<file path="src/rtl/stream_demux_pkg.sv">
// Shared types, constants and helpers for the stream_demux block.
package stream_demux_pkg;

  typedef enum logic {
    IDLE   = 1'b0,
    LOCKED = 1'b1
  } state_t;

  localparam int DROP_CNT_W = 16;

  // Non-power-of-two channel counts leave select codes with no slot behind them.
  function automatic logic sel_in_range(input int unsigned sel, input int unsigned channels);
    return sel < channels;
  endfunction

endpackage

</file>
<file path="src/rtl/stream_demux_slot.sv">
// One-entry output register slot (valid, data, last) with load/drain handshake.
module stream_demux_slot #(
  parameter int WIDTH = 32
) (
  input  logic             Clock,
  input  logic             Reset_n,
  input  logic             load,
  input  logic [WIDTH-1:0] load_data,
  input  logic             load_last,
  input  logic             ready,
  output logic             valid,
  output logic [WIDTH-1:0] data,
  output logic             last,
  output logic             can_load
);

  assign can_load = !valid || ready;

  // Data and last are left untouched on drain so the payload holds while idle.
  always_ff @(posedge Clock or negedge Reset_n) begin
    if (!Reset_n) begin
      valid <= 1'b0;
      data  <= '0;
      last  <= 1'b0;
    end else if (load) begin
      valid <= 1'b1;
      data  <= load_data;
      last  <= load_last;
    end else if (ready) begin
      valid <= 1'b0;
    end
  end

endmodule

</file>
<file path="src/rtl/stream_demux.sv">
// Registered 1-to-N stream demux with packet-level channel locking.
// Optional drop counter enabled by defining STREAM_DEMUX_DROP_CNT_EN.
module stream_demux
  import stream_demux_pkg::*;
#(
  parameter int WIDTH    = 32,
  parameter int CHANNELS = 8,
  parameter int SEL_W    = $clog2(CHANNELS)
) (
  input  logic                      Clock,
  input  logic                      Reset_n,
  input  logic                      Enable,
  input  logic                      InValid,
  output logic                      InReady,
  input  logic [WIDTH-1:0]          InData,
  input  logic [SEL_W-1:0]          InSel,
  input  logic                      InLast,
  output logic [CHANNELS-1:0]       OutValid,
  input  logic [CHANNELS-1:0]       OutReady,
  output logic [CHANNELS*WIDTH-1:0] OutData,
  output logic [CHANNELS-1:0]       OutLast,
  output logic                      Busy
`ifdef STREAM_DEMUX_DROP_CNT_EN
  ,
  output logic [DROP_CNT_W-1:0]     DropCount
`endif
);

  state_t              state;
  logic [SEL_W-1:0]    locked_sel;
  logic [SEL_W-1:0]    target;
  logic                target_ok;
  logic                target_can_load;
  logic                accept;
  logic [CHANNELS-1:0] slot_can_load;
  logic [CHANNELS-1:0] slot_load;

  assign target    = (state == LOCKED) ? locked_sel : InSel;
  assign target_ok = sel_in_range(32'(target), CHANNELS);

  // Decoded compare instead of an index, so unmapped select codes never address past the slots.
  always_comb begin
    target_can_load = 1'b0;
    slot_load       = '0;
    for (int c = 0; c < CHANNELS; c++) begin
      if (target == SEL_W'(c)) begin
        target_can_load = slot_can_load[c];
        slot_load[c]    = accept && target_ok;
      end
    end
  end

  assign InReady = Reset_n && Enable && (!target_ok || target_can_load);
  assign accept  = InValid && InReady;
  assign Busy    = (state == LOCKED);

  always_ff @(posedge Clock or negedge Reset_n) begin
    if (!Reset_n) begin
      state      <= IDLE;
      locked_sel <= '0;
    end else if (accept) begin
      case (state)
        IDLE: begin
          if (!InLast) begin
            state      <= LOCKED;
            locked_sel <= InSel;
          end
        end
        LOCKED: begin
          if (InLast) state <= IDLE;
        end
        default: state <= IDLE;
      endcase
    end
  end

  for (genvar c = 0; c < CHANNELS; c++) begin : g_slot
    stream_demux_slot #(.WIDTH(WIDTH)) u_slot (
      .Clock     (Clock),
      .Reset_n   (Reset_n),
      .load      (slot_load[c]),
      .load_data (InData),
      .load_last (InLast),
      .ready     (OutReady[c]),
      .valid     (OutValid[c]),
      .data      (OutData[c*WIDTH +: WIDTH]),
      .last      (OutLast[c]),
      .can_load  (slot_can_load[c])
    );
  end

`ifdef STREAM_DEMUX_DROP_CNT_EN
  logic [DROP_CNT_W-1:0] drop_cnt;

  always_ff @(posedge Clock or negedge Reset_n) begin
    if (!Reset_n) begin
      drop_cnt <= '0;
    end else if (accept && !target_ok && (drop_cnt != '1)) begin
      drop_cnt <= drop_cnt + 1'b1;
    end
  end

  assign DropCount = drop_cnt;
`endif

endmodule

</file>
<file path="config.mk">
export PLATFORM = sky130hd
export DESIGN_NAME = stream_demux
export DESIGN_NICKNAME = d
export VERILOG_FILES = /design/src/rtl/stream_demux_pkg.sv /design/src/rtl/stream_demux_slot.sv /design/src/rtl/stream_demux.sv
export SDC_FILE = /design/constraint.sdc
export NUM_CORES = 1
export LEC_CHECK = 0
export CAP_MARGIN = 20
export CORE_AREA = 2 2 155 157
export CTS_CLUSTER_DIAMETER = 80
export DETAILED_ROUTE_END_ITERATION = 10
export DIE_AREA = 0 0 157 159
export HOLD_SLACK_MARGIN = 0.02
export PLACE_DENSITY = 0.77
export SYNTH_ARGS = -nofsm -noshare
export SYNTH_HDL_FRONTEND = slang
export SYNTH_SLANG_ARGS = --single-unit
</file>
<file path="constraint.sdc">
create_clock -name Clock -period 3.2 [get_ports Clock]
set_clock_uncertainty 0.05 [all_clocks]
set_input_delay 0.64 -clock Clock [delete_from_list [all_inputs] [get_ports Clock]]
set_output_delay 0.64 -clock Clock [all_outputs]
set_load 0.05 [all_outputs]
</file>
* Word level (Yosys, flattened, before mapping)
Cells that the tools add are included.
** Word-level totals
- Bits in registers :: 276
- Logic and storage cells :: 98
** Cells by class
- Equal/unequal tests :: 7
- Muxes and demuxes :: 34
- Bitwise operators :: 2
- Reduce and logical (&&, ||, !) cells :: 29
** Operator list (count)
- $mux W1 :: 33
- $reduce_bool A2 Y1 :: 8
- $eq A3 B3 Y1 const B :: 4
- $logic_not A1 Y1 :: 8
- $logic_or A1 B1 Y1 :: 8
- $eq A3 B2 Y1 const B :: 2
- $eq A3 B1 Y1 const B :: 1
- $logic_and A1 B1 Y1 :: 3
- $logic_not A3 Y1 :: 1
- $mux W3 :: 1
- $reduce_and A3 Y1 :: 1
- $not A1 Y1 :: 2

* Logic depth before layout (Yosys ltp)
- Depth after elaboration :: 14
- Mapped depth :: 10
- Depth with buffers taken out :: 6

* By module
Synthesis repeated with hierarchy kept, for this count alone.
** Unflattened totals
- Cell total of the unflattened synthesis :: 638
- Area, all modules :: 11801.3 sq um
** By module, submodules not included
- stream_demux_slot :: times used 8, cells an instance 73, area each 1415.1 sq um, sequential area each 850.8 sq um
- stream_demux :: times used 1, cells an instance 54, area each 480.5 sq um, sequential area each 100.1 sq um

* Worst setup path after synthesis
Ideal clock, no wire load.
- Path kind :: reg2out
- Start :: reg state (netlist: Busy)
- End :: out InReady
- Arrival time :: 2.841 ns
- Setup slack :: -0.331 ns
- Stages on the path, launching flop included :: 9
- Path buffers :: 2
- Cells stage by stage :: dfrtp_1 buf_6 buf_6 nor2_1 a32oi_1 o311a_1 nand2_1 nand3_1 a211oi_1
** On the way
- Word-level cells in the longest chain between the ends :: 11
- Elaborated cells between the ends (all ways) :: 18
- Classes of those cells :: eq/ne: 7; mux: 9; reduce/logical: 2
** Ends and longest elaborated chain
- from (decl) :: line stream_demux.sv:29 : state_t state;
- from (signal assigned) :: line stream_demux.sv:59 : state <= IDLE;
- from (signal assigned) :: line stream_demux.sv:65 : state <= LOCKED;
- from (signal assigned) :: line stream_demux.sv:70 : if (InLast) state <= IDLE;
- $mux W3 (*) :: line stream_demux.sv:38 : assign target = (state == LOCKED) ? locked_sel : InSel;
- $logic_not A3 Y1 :: line stream_demux.sv:46 : if (target == SEL_W'(c)) begin
- $mux W1 (7 in series) :: line stream_demux.sv:46
- $mux W1 (*) :: line stream_demux.sv:46
- $logic_and A1 B1 Y1 (*) :: line stream_demux.sv:53 : assign InReady = Reset_n && Enable && (!target_ok || target_can_load);
- to (decl) :: line stream_demux.sv:14 : output logic InReady,
Mark *: on every way between the ends. The rest lies on a longest branch, timed or not.

* Final worst setup path
Same ends and word-level chain as after synthesis.

==> parameters.txt <==
Parameter                              Value

STA
  Time the worst path needs with I/O delays and setup    3.09 ns
  Count of endpoints failing setup in the final report    0
  Worst rel slew slack    31.5%
  Transition at the pin with the smallest max-transition slack    between 1 and 1.5 ns
  Max-slew violation count    0
  Hold slack final    0.436 ns
  F_max    323 MHz
  Final Worst Setup Slack    between 0.1 and 0.15 ns
  Setup tns final    0 ns
  Fraction of the cycle the final worst path needs    96.6%
  Final hold violations    0
  Unrepaired setup endpoints after global routing    no

Yosys
  Synth area leaders    sky130_fd_sc_hd__dfrtp_1, sky130_fd_sc_hd__mux2_2, sky130_fd_sc_hd__buf_6, sky130_fd_sc_hd__buf_4, sky130_fd_sc_hd__mux2_1
  Post-synthesis async set-or-reset flop share    100%
  Post-synthesis cell type with the largest combined area    sky130_fd_sc_hd__dfrtp_1
  Mean area per synthesized cell    16.3 sq um
  Post-Syn Instances    between 600 and 700
  Synth unique cells    44
  Post-synthesis net count    710
  Most frequently used flop master after synthesis    sky130_fd_sc_hd__dfrtp_1
  Area of the mapped netlist    10800 sq um
  Share of the yosys chip area belonging to registers    a little under two thirds
  Synth warnings    0
  Register bit total from synthesis    between 200 and 300
  Count of flip-flops with a built-in enable after synthesis    0
  Portion of synthesized cell area occupied by the leading cell type    63.9%

Drt
  Detailed-route wire length    28500 um
  Post-route antenna net violation count    0
  Wire per inst    ~21 um
  Via/cell ratio    5.10
  Count of routing violations after the opening detailed-route iteration    235
  Number of DRC violations after detailed routing    0
  Number of optimization iterations in the first detailed-route pass    5
  Via count    6879

Clock network
  H-tree levels    1
  Clk slew on worst S/H paths    0.06 ns
  Clk Latency, worst-skew pair    0.54 ns
  Max Buffers Root-to-Sink    3
  Num CTS Buffers    29
  Clock tree from TritonCTS    built
  Clock sink count    276
  CTS Root Cell    sky130_fd_sc_hd__clkbuf_16

Critical path
  Worst EP required    2.51 ns
  Kind of capture point of the worst setup path    primary output
  Kind of critical path    flop to primary output
  Largest fanout of any net on the critical path    5
  Critical path launch point type    flop
  Worst Path Arrival    2.40 ns

Placed design
  Placed instance area    14600 sq um
  RD Place Congestion    0.858
  Number of I/O port buffers    321
  Worst setup timing slack at the placement stage    -0.242 ns
  Post-DP HPWL    about 20000 um

Global route
  Wire length of the first global-routing pass    44400 um
  Gr usage total    23.0%
  Number of antenna violations at the first check in global routing    1
  Number of global-route vias before repair    7392
  Total overflow reported by the global router    0
  Maximum number of pins on one net before global-route repair    around 190

Floorplan
  Horizontal die dimension    157 um
  Std cell rows    56
  Initial Utilization    between 40% and 50%
  Die outline area    25000 sq um
  Ports    322
  Chip Height    around 160 um
  Std-Cell Core Area    ~23000 sq um

Worst hold path
  Hold Crit Class    flop to flop

Pwr
  PwrDens    between 1000 and 1500 nW/um^2
  Peak supply drop    about 0.66 mV
  Leakage power of the design    approximately 7.2 nW

Finish
  Top library cells by usage in the layout, fill and taps aside    sky130_fd_sc_hd__clkdlybuf4s50_1, sky130_fd_sc_hd__dfrtp_1, sky130_fd_sc_hd__mux2_2
  Net total in the final layout    1055
  Final standard cell area without fillers    15700 sq um
  Fraction of final layout cells sized beyond drive strength 1    36.1%
  Area added between synthesis and finish    44.9%
  Commonest non-fill, non-tap cell in the layout    sky130_fd_sc_hd__clkdlybuf4s50_1

Run
  Max-cap check violation count    0

Run status
  Status    finished, final reports clean
-- registers in the layout (all words and copies together) (netlist names) --
signal               flops
g_slot.u_slot.data     256
g_slot.u_slot.last       8
g_slot.u_slot.valid      8
locked_sel               3
Busy                     1
-- Yosys cell counts (all sizes together) (2+ instances only) --
cell	count
nor2	3
buf	46
a32oi	3
nand3b	2
inv	5
clkbuf	4
and3	3
nand2b	4
or2	3
mux2i	2
mux2	268
a211oi	2
dfrtp	276
nor2b	2
xor2	2
nand3	3
nand2	11
and2	3
o21bai	2
-- stage by stage --
stage,total power [W],util [%],std cells
global placement,0.0155,62.8,1288
finish,0.0191,67.5,1349
floorplan,0.0121,-,662
detailed placement,0.0156,62.8,1288
global route,0.0198,67.5,1349
CTS,0.0192,67.2,1345
-- power by group --
part	internal (W)	switching [W]	total (W)
Combinational	0.00356	0.00643	0.00999
Clock	0.00211	0.00137	0.00348
Sequential	0.00487	0.000745	0.00561
-- logic make-up after synthesis --
group                  Yosys count  share of synthesized area (%)
AO/OA/AOI/OAI                   17                           1.46
multiplexers                   270                           28.2
XOR/XNOR                         2                          0.162
AND/OR/NAND/NOR                 42                           2.41
buffers and inverters           55                           3.88
flip-flops                     276                           63.9
-- worst paths after layout --
kind,from,to,slack [ns],cells past startpoint
max,Busy,InReady,0.11,7
min,g_slot[1].u_slot.data[26],g_slot[1].u_slot.data[26],0.44,1
max reg2reg,Busy,g_slot[0].u_slot.data[14],0.34,8
min reg2reg,g_slot[1].u_slot.data[26],g_slot[1].u_slot.data[26],0.44,1
max in group asynchronous,Reset_n,g_slot[0].u_slot.data[25],1.43,3
min in group asynchronous,Reset_n,g_slot[1].u_slot.valid,0.67,3
-- final cells by class --
class	count	area, sq um
timing repair buffer	364	3810
tap	319	399
inverter	5	18.8
multi-input combinational	331	3520
clock buffer	41	861
antenna	1	2.50
clock inverter	12	145
fill	1646	7530
sequential	276	6910
-- worst max-delay path, stage by stage, from the launching register on --
cell and delay (ns):
sky130_fd_sc_hd__dfrtp_2 0.45, sky130_fd_sc_hd__buf_4 0.17, sky130_fd_sc_hd__mux2i_4 0.20, sky130_fd_sc_hd__o311a_1 0.38
sky130_fd_sc_hd__nand2_1 0.08, sky130_fd_sc_hd__nand3_1 0.09, sky130_fd_sc_hd__a211oi_2 0.31, sky130_fd_sc_hd__buf_12 0.18
-- repair_timing --
action	in CTS	in global routing
gates cloned	0	0
hold buffers	0	1
buffers inserted	4	1
endpoints found under the hold margin	0	12
setup endpoints to repair	1	1
pin swaps	1	2
resized for setup	3	5
-- layer usage --
metal	up-vias	global-route usage [%]	wire length (um)
met5	-	0	0
met4	0	7.84	847
met3	59	5.25	1760
met2	246	39.6	14500
met1	3547	28.6	11400
li1	3027	-	-
(Power assumes the default switching activity.)
